## src/rtl/code_lock_param_if.sv

```systemverilog
// rtl/code_lock_param_if.sv - keypad command/digit strobes and lock status bundle
//   master: drives cmd_valid, cmd, digit_valid, digit; observes status
//   slave : the lock; observes strobes; drives unlock, err, prog_done,
//           alarm, lockout, err_cnt, curr
interface code_lock_param_if #(
  parameter int DIGIT_W = 4,
  parameter int MAX_ERR = 3
);
  localparam int ERR_W = $clog2(MAX_ERR + 1);

  logic               cmd_valid;
  logic [1:0]         cmd;
  logic               digit_valid;
  logic [DIGIT_W-1:0] digit;
  logic               unlock;
  logic               err;
  logic               prog_done;
  logic               alarm;
  logic               lockout;
  logic [ERR_W-1:0]   err_cnt;
  logic [2:0]         curr;

  modport master (
    output cmd_valid, cmd, digit_valid, digit,
    input  unlock, err, prog_done, alarm, lockout, err_cnt, curr
  );

  modport slave (
    input  cmd_valid, cmd, digit_valid, digit,
    output unlock, err, prog_done, alarm, lockout, err_cnt, curr
  );
endinterface

```

## src/rtl/code_lock_param.sv

```systemverilog
// rtl/code_lock_param.sv - parametrised keypad code lock with alarm and timed lockout
//   clk   : rising-edge clock
//   rst_n : synchronous active-low reset
//   bus   : code_lock_param_if.slave
//           in : cmd_valid, cmd (0 VERIFY,1 PROG,2 RELOCK,3 ABORT), digit_valid, digit
//           out: unlock, err, prog_done, alarm, lockout, err_cnt, curr (all registered)
module code_lock_param #(
  parameter int DIGIT_W     = 4,
  parameter int CODE_LEN    = 4,
  parameter int MAX_ERR     = 3,
  parameter int LOCKOUT_CYC = 1024,
  parameter logic [DIGIT_W*CODE_LEN-1:0] ADMIN_CODE = 16'h2F2F,
  parameter logic [DIGIT_W*CODE_LEN-1:0] RESET_CODE = '0
) (
  input logic              clk,
  input logic              rst_n,
  code_lock_param_if.slave bus
);
  localparam int CODE_W = DIGIT_W * CODE_LEN;
  localparam int ERR_W  = $clog2(MAX_ERR + 1);
  localparam int IDX_W  = (CODE_LEN > 1) ? $clog2(CODE_LEN) : 1;
  localparam int TMR_W  = $clog2(LOCKOUT_CYC + 1);

  localparam logic [1:0] CMD_VERIFY = 2'd0;
  localparam logic [1:0] CMD_PROG   = 2'd1;
  localparam logic [1:0] CMD_RELOCK = 2'd2;
  localparam logic [1:0] CMD_ABORT  = 2'd3;

  typedef enum logic [2:0] {
    S_IDLE    = 3'd0,
    S_VERIFY  = 3'd1,
    S_PROG    = 3'd2,
    S_OPEN    = 3'd3,
    S_LOCKOUT = 3'd4
  } state_t;

  state_t             state;
  logic [IDX_W-1:0]   idx;
  logic               user_ok;
  logic               admin_ok;
  logic [CODE_W-1:0]  user_code;
  logic [CODE_W-1:0]  shadow;
  logic [TMR_W-1:0]   timer;
  logic               unlock_q;
  logic               err_q;
  logic               prog_done_q;
  logic               alarm_q;
  logic               lockout_q;
  logic [ERR_W-1:0]   err_cnt_q;

  logic [DIGIT_W-1:0] user_dig;
  logic [DIGIT_W-1:0] admin_dig;
  logic               last_digit;
  logic               user_hit;
  logic               admin_hit;
  logic [ERR_W-1:0]   err_cnt_inc;
  logic               err_limit;
  logic [CODE_W-1:0]  shadow_next;

  // Expected digit at the current index; the first-entered digit is the MS slice.
  always_comb begin
    user_dig  = '0;
    admin_dig = '0;
    for (int i = 0; i < CODE_LEN; i++) begin
      if (idx == IDX_W'(i)) begin
        user_dig  = user_code[(CODE_LEN-1-i)*DIGIT_W +: DIGIT_W];
        admin_dig = ADMIN_CODE[(CODE_LEN-1-i)*DIGIT_W +: DIGIT_W];
      end
    end
  end

  assign last_digit  = (idx == IDX_W'(CODE_LEN - 1));
  assign user_hit    = user_ok  && (bus.digit == user_dig);
  assign admin_hit   = admin_ok && (bus.digit == admin_dig);
  assign err_cnt_inc = (err_cnt_q == ERR_W'(MAX_ERR)) ? err_cnt_q : err_cnt_q + ERR_W'(1);
  assign err_limit   = (err_cnt_inc >= ERR_W'(MAX_ERR));

  // New digits enter at the LS end so the first digit ends up in the MS slice.
  generate
    if (CODE_LEN > 1) begin : g_shift
      assign shadow_next = {shadow[CODE_W-DIGIT_W-1:0], bus.digit};
    end else begin : g_single
      assign shadow_next = bus.digit;
    end
  endgenerate

  always_ff @(posedge clk) begin
    if (!rst_n) begin
      state       <= S_IDLE;
      idx         <= '0;
      user_ok     <= 1'b0;
      admin_ok    <= 1'b0;
      user_code   <= RESET_CODE;
      shadow      <= '0;
      timer       <= '0;
      unlock_q    <= 1'b0;
      err_q       <= 1'b0;
      prog_done_q <= 1'b0;
      alarm_q     <= 1'b0;
      lockout_q   <= 1'b0;
      err_cnt_q   <= '0;
    end else begin
      err_q       <= 1'b0;
      prog_done_q <= 1'b0;
      case (state)
        S_IDLE: begin
          if (bus.cmd_valid) begin
            if (bus.cmd == CMD_VERIFY) begin
              state    <= S_VERIFY;
              idx      <= '0;
              user_ok  <= 1'b1;
              admin_ok <= 1'b1;
            end else if (bus.cmd != CMD_ABORT) begin
              err_q <= 1'b1;
            end
          end
        end

        S_VERIFY: begin
          // A command in the same cycle as a digit wins; the digit is dropped.
          if (bus.cmd_valid) begin
            if (bus.cmd == CMD_ABORT) begin
              state <= S_IDLE;
              idx   <= '0;
            end else begin
              err_q <= 1'b1;
            end
          end else if (bus.digit_valid) begin
            if (last_digit) begin
              idx <= '0;
              if (admin_hit) begin
                state     <= S_OPEN;
                unlock_q  <= 1'b1;
                err_cnt_q <= '0;
                alarm_q   <= 1'b0;
              end else if (user_hit && !alarm_q) begin
                state     <= S_OPEN;
                unlock_q  <= 1'b1;
                err_cnt_q <= '0;
              end else begin
                err_q     <= 1'b1;
                err_cnt_q <= err_cnt_inc;
                if (err_limit) begin
                  alarm_q   <= 1'b1;
                  state     <= S_LOCKOUT;
                  lockout_q <= 1'b1;
                  timer     <= TMR_W'(LOCKOUT_CYC);
                end else begin
                  state <= S_IDLE;
                end
              end
            end else begin
              idx      <= idx + IDX_W'(1);
              user_ok  <= user_hit;
              admin_ok <= admin_hit;
            end
          end
        end

        S_OPEN: begin
          if (bus.cmd_valid) begin
            case (bus.cmd)
              CMD_PROG: begin
                state <= S_PROG;
                idx   <= '0;
              end
              CMD_RELOCK: begin
                state    <= S_IDLE;
                unlock_q <= 1'b0;
              end
              CMD_VERIFY: err_q <= 1'b1;
              default: ;
            endcase
          end
        end

        S_PROG: begin
          if (bus.cmd_valid) begin
            if (bus.cmd == CMD_ABORT) begin
              state <= S_OPEN;
              idx   <= '0;
            end else begin
              err_q <= 1'b1;
            end
          end else if (bus.digit_valid) begin
            if (last_digit) begin
              // Commit the whole code at once so a partial entry never takes effect.
              user_code   <= shadow_next;
              prog_done_q <= 1'b1;
              state       <= S_OPEN;
              idx         <= '0;
            end else begin
              shadow <= shadow_next;
              idx    <= idx + IDX_W'(1);
            end
          end
        end

        S_LOCKOUT: begin
          // Loaded with LOCKOUT_CYC on entry; leaving at 1 gives exactly that many cycles.
          if (timer == TMR_W'(1)) begin
            state     <= S_IDLE;
            lockout_q <= 1'b0;
            timer     <= '0;
          end else begin
            timer <= timer - TMR_W'(1);
          end
        end

        default: begin
          state     <= S_IDLE;
          unlock_q  <= 1'b0;
          lockout_q <= 1'b0;
        end
      endcase
    end
  end

  assign bus.unlock    = unlock_q;
  assign bus.err       = err_q;
  assign bus.prog_done = prog_done_q;
  assign bus.alarm     = alarm_q;
  assign bus.lockout   = lockout_q;
  assign bus.err_cnt   = err_cnt_q;
  assign bus.curr      = state;
endmodule

```

## src/flat_wrapper.sv

```systemverilog
// flat-port wrapper written by rule: the top's interface ports become plain ports
module code_lock_param_flat 
#(
  parameter int DIGIT_W     = 4,
  parameter int CODE_LEN    = 4,
  parameter int MAX_ERR     = 3,
  parameter int LOCKOUT_CYC = 1024,
  parameter logic [DIGIT_W*CODE_LEN-1:0] ADMIN_CODE = 16'h2F2F,
  parameter logic [DIGIT_W*CODE_LEN-1:0] RESET_CODE = '0
)
  (clk, rst_n, bus_cmd_valid, bus_cmd, bus_digit_valid, bus_digit, bus_unlock, bus_err, bus_prog_done, bus_alarm, bus_lockout, bus_err_cnt, bus_curr);
  code_lock_param_if #(.DIGIT_W(DIGIT_W), .MAX_ERR(MAX_ERR)) bus_i ();
  input logic clk;
  input logic rst_n;
  input wire logic [$bits(bus_i.cmd_valid)-1:0] bus_cmd_valid;
  input wire logic [$bits(bus_i.cmd)-1:0] bus_cmd;
  input wire logic [$bits(bus_i.digit_valid)-1:0] bus_digit_valid;
  input wire logic [$bits(bus_i.digit)-1:0] bus_digit;
  output wire logic [$bits(bus_i.unlock)-1:0] bus_unlock;
  output wire logic [$bits(bus_i.err)-1:0] bus_err;
  output wire logic [$bits(bus_i.prog_done)-1:0] bus_prog_done;
  output wire logic [$bits(bus_i.alarm)-1:0] bus_alarm;
  output wire logic [$bits(bus_i.lockout)-1:0] bus_lockout;
  output wire logic [$bits(bus_i.err_cnt)-1:0] bus_err_cnt;
  output wire logic [$bits(bus_i.curr)-1:0] bus_curr;
  assign bus_i.cmd_valid = bus_cmd_valid;
  assign bus_i.cmd = bus_cmd;
  assign bus_i.digit_valid = bus_digit_valid;
  assign bus_i.digit = bus_digit;
  assign bus_unlock = bus_i.unlock;
  assign bus_err = bus_i.err;
  assign bus_prog_done = bus_i.prog_done;
  assign bus_alarm = bus_i.alarm;
  assign bus_lockout = bus_i.lockout;
  assign bus_err_cnt = bus_i.err_cnt;
  assign bus_curr = bus_i.curr;
  code_lock_param #(.DIGIT_W(DIGIT_W), .CODE_LEN(CODE_LEN), .MAX_ERR(MAX_ERR), .LOCKOUT_CYC(LOCKOUT_CYC), .ADMIN_CODE(ADMIN_CODE), .RESET_CODE(RESET_CODE)) u_core (.clk(clk), .rst_n(rst_n), .bus(bus_i));
endmodule
```

## config.mk

```make
export PLATFORM = sky130hd
export DESIGN_NAME = code_lock_param_flat
export DESIGN_NICKNAME = d
export VERILOG_FILES = /design/src/rtl/code_lock_param_if.sv /design/src/rtl/code_lock_param.sv /design/src/flat_wrapper.sv
export SDC_FILE = /design/constraint.sdc
export NUM_CORES = 1
export LEC_CHECK = 0
export ABC_AREA = 1
export CORE_ASPECT_RATIO = 0.75
export CORE_MARGIN = 4
export CORE_UTILIZATION = 58
export DETAILED_ROUTE_END_ITERATION = 10
export GPL_TIMING_DRIVEN = 0
export PLACE_DENSITY = 0.79
export SKIP_LAST_GASP = 1
export SYNTH_ARGS = -nofsm -noshare
export SYNTH_HDL_FRONTEND = slang
export SYNTH_SLANG_ARGS = --single-unit
```

## constraint.sdc

```tcl
create_clock -name clk -period 2.04 [get_ports clk]
set_input_delay 0.204 -clock clk [delete_from_list [all_inputs] [get_ports clk]]
set_output_delay 0.204 -clock clk [all_outputs]
set_load 0.01 [all_outputs]
```

After elaboration in Yosys (flattened, before gate mapping)
Cells that the tools add are included.
Storage, ports and cells
  ROM bits: 0
  register bits after elaboration: 53
  input port bits: 10
  memory bits (writable): 0
  memories: 0
  logic and storage cells: 174
  bits in latches: 0
  output and inout bits: 10
Operators by class
  add/subtract/negate cells: 3
  div/mod/pow operators: 0
  magnitude comparators: 1
  reductions and logical operators: 25
  shift-type cells: 0
  bitwise logic cells: 7
  $mul: 0
  muxes and demuxes: 86
  equal/unequal tests: 39
Operators with widths (number)
  $mux 11: 7
  $mux 3: 15
  $mux 1: 36
  $mux 4: 7
  $mux 2: 12
  $pmux 11 s2: 1
  $reduce_and 7->1: 3
  $ne 2x2->1 const B: 10
  $ne 3x2->1 const B: 5
  $pmux 3 s5: 1
  $reduce_and 4->1: 3
  $reduce_and 6->1: 2
  $eq 11x1->1 const B: 1
  $reduce_and 11->1: 1
  $sub 11x1->11 const B: 1
  $eq 2x2->1 const B: 5
  $ne 2x1->1 const B: 5
  $ne 3x3->1 const B: 3
  $eq 4x4->1: 2
  $reduce_and 8->1: 1
  $not 1->1: 7
  $eq 3x2->1 const B: 2
  $ne 3x1->1 const B: 2
  $pmux 1 s3: 2
  18 further kinds: 27

Longest topological paths before layout
  depth in word-level cells: 14
  gate-level depth with buffers: 16
  depth with buffers taken out: 16

Least setup slack after synthesis
OpenSTA, ideal clock, no wires.
  path type: register -> register
  start: reg u_core.idx[0]
  end: reg u_core.timer[4]
  data arrival time: 1.701 ns
  setup slack: 0.269 ns
  path buffers: 1
  stages on the path, launching flop included: 15
  data required time: 1.970 ns
  period minus slack after synthesis: 1.771 ns
  library setup time: 0.070 ns
  cells stage by stage: dfxtp_1 inv_1 ha_1 inv_2 nor2_1 nor2_1 nand2_1 nand3_1 nand3_2 nor2_4 nand3_2 nand3_2 buf_6 nand3_2 a21oi_2
Between the ends
  word-level cells in the longest chain between the ends: 10
  elaborated cells on any way between the ends: 21
  those cells by class: 8 x eq/ne; 8 x mux; 5 x reduce/logical
RTL lines
  from (decl): line code_lock_param.sv:38  | logic [IDX_W-1:0] idx;
  from (signal assigned): line code_lock_param.sv:153  | idx <= idx + IDX_W'(1);
  from (signal assigned): line code_lock_param.sv:194  | idx <= idx + IDX_W'(1);
  $logic_not 2->1: line code_lock_param.sv:65  | if (idx == IDX_W'(i)) begin
  $mux 4 (4 in a row): line code_lock_param.sv:65
  $eq 4x4->1: line code_lock_param.sv:73  | assign user_hit = user_ok && (bus.digit == user_dig);
  $logic_and 1x1->1: line code_lock_param.sv:73
  $logic_and 1x1->1: line code_lock_param.sv:136  | end else if (user_hit && !alarm_q) begin
  $ne 2x2->1 (no source line)
  $reduce_and 7->1 (no source line) (*)
  to (signal assigned): line code_lock_param.sv:147  | timer <= TMR_W'(LOCKOUT_CYC);
  to (signal assigned): line code_lock_param.sv:206  | timer <= timer - TMR_W'(1);
  to (decl): line code_lock_param.sv:43  | logic [TMR_W-1:0] timer;
Every way passes the cells marked *; elsewhere a longest branch is shown, timed or not.
A chain may end at the register's enable or synchronous reset.

Worst setup path in the final report
  start: reg u_core.idx[0]
  end: reg u_core.timer[4]
Between the ends
  elaborated cells on any way between the ends: 21
  those cells by class: 8 x eq/ne; 8 x mux; 5 x reduce/logical
RTL lines
  $eq 2x2->1 (*): line code_lock_param.sv:72  | assign last_digit = (idx == IDX_W'(CODE_LEN - 1));
  via u_core.last_digit: line code_lock_param.sv:53  | logic last_digit;
  $mux 4: line code_lock_param.sv:65
  $eq 4x4->1: line code_lock_param.sv:73
  $logic_and 1x1->1: line code_lock_param.sv:73
  $logic_and 1x1->1: line code_lock_param.sv:136
  $ne 2x2->1 (no source line)
  $reduce_and 7->1 (no source line) (*)
The timed path passes the listed nets; every way through them passes the cells marked *.

==> flow_summary.yaml <==
outcome:
  status: "complete, no violations"
place:
  portBuffers: 18
  place_congestion: 0.917
  hpwl_um: 5050
  post-place-ws_ns: -0.118
  place_area_mm2: 0.00311
setup_path:
  r2r_setup_slack_ns: 0.02
  start_kind: "flip-flop"
  crit_start: "u_core.idx[0]$_SDFFE_PN0P_"
  path_max_fanout: 10
  cp.required_ns: 2.29
  crit_path_end_kind: "flip-flop"
  cp-endpoint: "u_core.timer[4]$_SDFFE_PN0P_"
  cp.arrival_ns: 2.27
  r2r-start: "u_core.idx[0]$_SDFFE_PN0P_"
  reg2reg_to: "u_core.timer[4]$_SDFFE_PN0P_"
  reg2reg_depth: 10
  crit_type: "flip-flop to flip-flop"
route:
  drc: 0
  vias: 2769
  postRouteAntennaNets: 0
  vias_per_cell: 5.72
  drt-initial-drc-count: 217
  routed_wl_um: 7150
  first_pass_iters: 5
  wl_per_cell_um: 14.8
sta:
  max_freq_ghz: 0.494
  setup_viol: 0
  rsz0062_at_grt: "true"
  whs_ns: 0.368
  relSlewSlack_pct: 57.0
  min_period_over_period_pct: 99.2
  finClkSkew_ns: 0.00856
  setup_slack_ns: 0.0159
  worst_pin_slew_ns: 0.644
  fin_crit_ns: 2.02
  hold_viol_final: 0
  drv_slew: 0
clock_network:
  tritoncts: "built"
  clockBufferDepth: 2
  path_clk_slew_ns: 0.10
  root_buffer: "clkbuf_8"
  numCtsBuffers: 5
  clk_latency_ns: 0.31
  cts_max_level: 2
  cts_num_sinks: 53
floorplan:
  io_pins: 20
  core_mm2: 0.00462
  fp.dieArea_mm2: 0.00613
  die_x_um: 89.1
  fp.dieH_um: 68.8
  start_util_pct: 61.9
  std_cell_rows: 21
power:
  ir_drop_mv: 0.455
  powerDensity_mw_per_mm2: 659
  finalPower_uw: 2160
  p_leak_uw: 0.00132
synth:
  netlist_instances: 399
  synth_top_area_share_pct: 37.1
  synth-seq-area-share_pct: 37.1
  synthArstFlopShare_pct: 0
  ys.flop_type: "dfxtp_1"
  synth_edf_count: 0
  synth_top_area_cell: "dfxtp_1"
  syn_nets: 420
  postSynthAreaPerCell_um2: 7.17
  yosysWarnings: 0
  synth_area_leaders: "dfxtp_1 37%, nor2_1 9.3%, nand2_1 7.7%"
  yosysUniqueCellTypes: 37
  synth_area_mm2: 0.00286
  ys_seq_elements: 53
global_routing:
  grtUsageTotal_pct: 23.6
  grt_pass1_vias: 2461
  grt_max_degree: 17
  grt_overflow: 0
  grt_pass1_wl_um: 11400
  antenna_found_initial: 0
layout:
  final_cell_mix: "71 x nor2_1, 58 x nand2_1, 51 x dfxtp_1"
  final_area_mm2: 0.00328
  area_delta_synth_final_pct: 14.6
  fin_nets: 447
  num-fill-cells: 387
  layout-drive-gt1-share_pct: 15.5
  antenna_cells: 0
  mostFrequentLayoutCell: "nor2_1"
worst_hold_path:
  hp-class: "input port to flip-flop"
flow_run:
  maxCapViolCount: 0
==> where the power goes <==
| group | switching [uW] | leakage [uW] | total [uW] | internal, uW |
|---|---|---|---|---|
| logic | 272 | 0.000836 | 434 | 162 |
| registers | 23.3 | 0.000429 | 1090 | 1060 |
| clock network | 364 | 0.0000512 | 641 | 276 |
| total | 660 | 0.00132 | 2160 | 1500 |
==> metrics by stage <==
stage | TNS (ns) | cells | utilization, %
final | 0 | 484 | 70.9
after detailed placement | -1.14 | 474 | 67.3
after floorplan | 0 | 399 | -
after global placement | -0.452 | 474 | 67.3
after global routing | -0.450 | 484 | 70.9
after CTS | 0 | 482 | 69.6
==> how the worst min path moves through the flow <==
stage / to / cells after the start / start / slack (ns)
after floorplan: u_core.user_code[1]$_SDFFE_PN0P_ / 2 / bus_digit[1] / 0.34
after global placement: u_core.user_code[10]$_SDFFE_PN0P_ / 2 / u_core.user_code[10]$_SDFFE_PN0P_ / 0.45
after detailed placement: u_core.user_code[8]$_SDFFE_PN0P_ / 2 / u_core.user_code[8]$_SDFFE_PN0P_ / 0.46
after CTS: u_core.user_code[9]$_SDFFE_PN0P_ / 3 / rst_n / 0.35
after global routing: u_core.admin_ok$_SDFFE_PN0P_ / 3 / rst_n / 0.43
final: u_core.user_code[9]$_SDFFE_PN0P_ / 3 / rst_n / 0.37
==> what timing repair did <==
item	CTS	global route
setup buffers	0	2
hold buffers	0	0
pin swaps	0	1
gates resized for setup	4	11
endpoints found under the setup margin	12	32
==> flip-flops by register name, indices dropped and copies added, names as in the netlist, 2 cells and up <==
| name | flops |
|---|---|
| u_core.timer | 11 |
| u_core.shadow | 12 |
| u_core.bus.curr | 3 |
| u_core.bus.err_cnt | 2 |
| u_core.idx | 2 |
| u_core.user_code | 16 |
==> synth_stat cells (2+ instances only) <==
master and n:
nor2_2 6, a21oi_1 29, buf_2 4, nand2_2 5, nand3_1 20, inv_2 3, dfxtp_1 53, a31oi_1 4
o21ai_0 39, nor3_1 7, a211oi_1 2, xor2_1 4, or2_1 3, ha_1 11, nand2_1 59, or2_2 3
o211ai_1 2, inv_1 33, clkbuf_1 4, nand4_1 2, nand3b_1 2, a21oi_2 8, nor2_1 71, nand3_2 11
nor2_4 2
==> layout make-up <==
cell class	instances	area [um2]	share of cell area, %
plain buffers	12	75.1	2.29
clock buffers	6	82.6	2.52
clock inverters	2	13.8	0.420
inverters	37	139	4.24
multi-input cells	297	1640	49.9
flip-flops and latches	53	1070	32.5
well taps	57	71.3	2.18
repair buffers	20	195	5.95
==> kinds of logic after synthesis <==
kind of cell | after synthesis | share of synthesized area, %
DFF | 53 | 37.1
buffers and inverters | 49 | 7.35
AOI/OAI and AO/OA | 89 | 17.7
adders and majority gates | 11 | 4.81
and+or+nand+nor | 193 | 31.9
xor gates and xnor gates | 4 | 1.22
==> routing by layer <==
metal / wire, um / track usage [%] / vias up
li1: - / - / 1372
met1: 3440 / 34.0 / 1267
met2: 3130 / 37.2 / 119
met3: 509 / 4.28 / 11
met4: 68 / 4.65 / 0
met5: 0 / 0 / -
==> critical path, cell delays in order (launching register included) <==
cell      delay, ns
dfxtp_4        0.38
ha_1           0.22
clkbuf_8       0.17
nor2_1         0.18
nand2_1        0.06
o21ai_0        0.11
nand4_1        0.27
nand3_2        0.20
buf_8          0.16
nand3_2        0.08
a21oi_2        0.13
(Power assumes the default switching activity.)
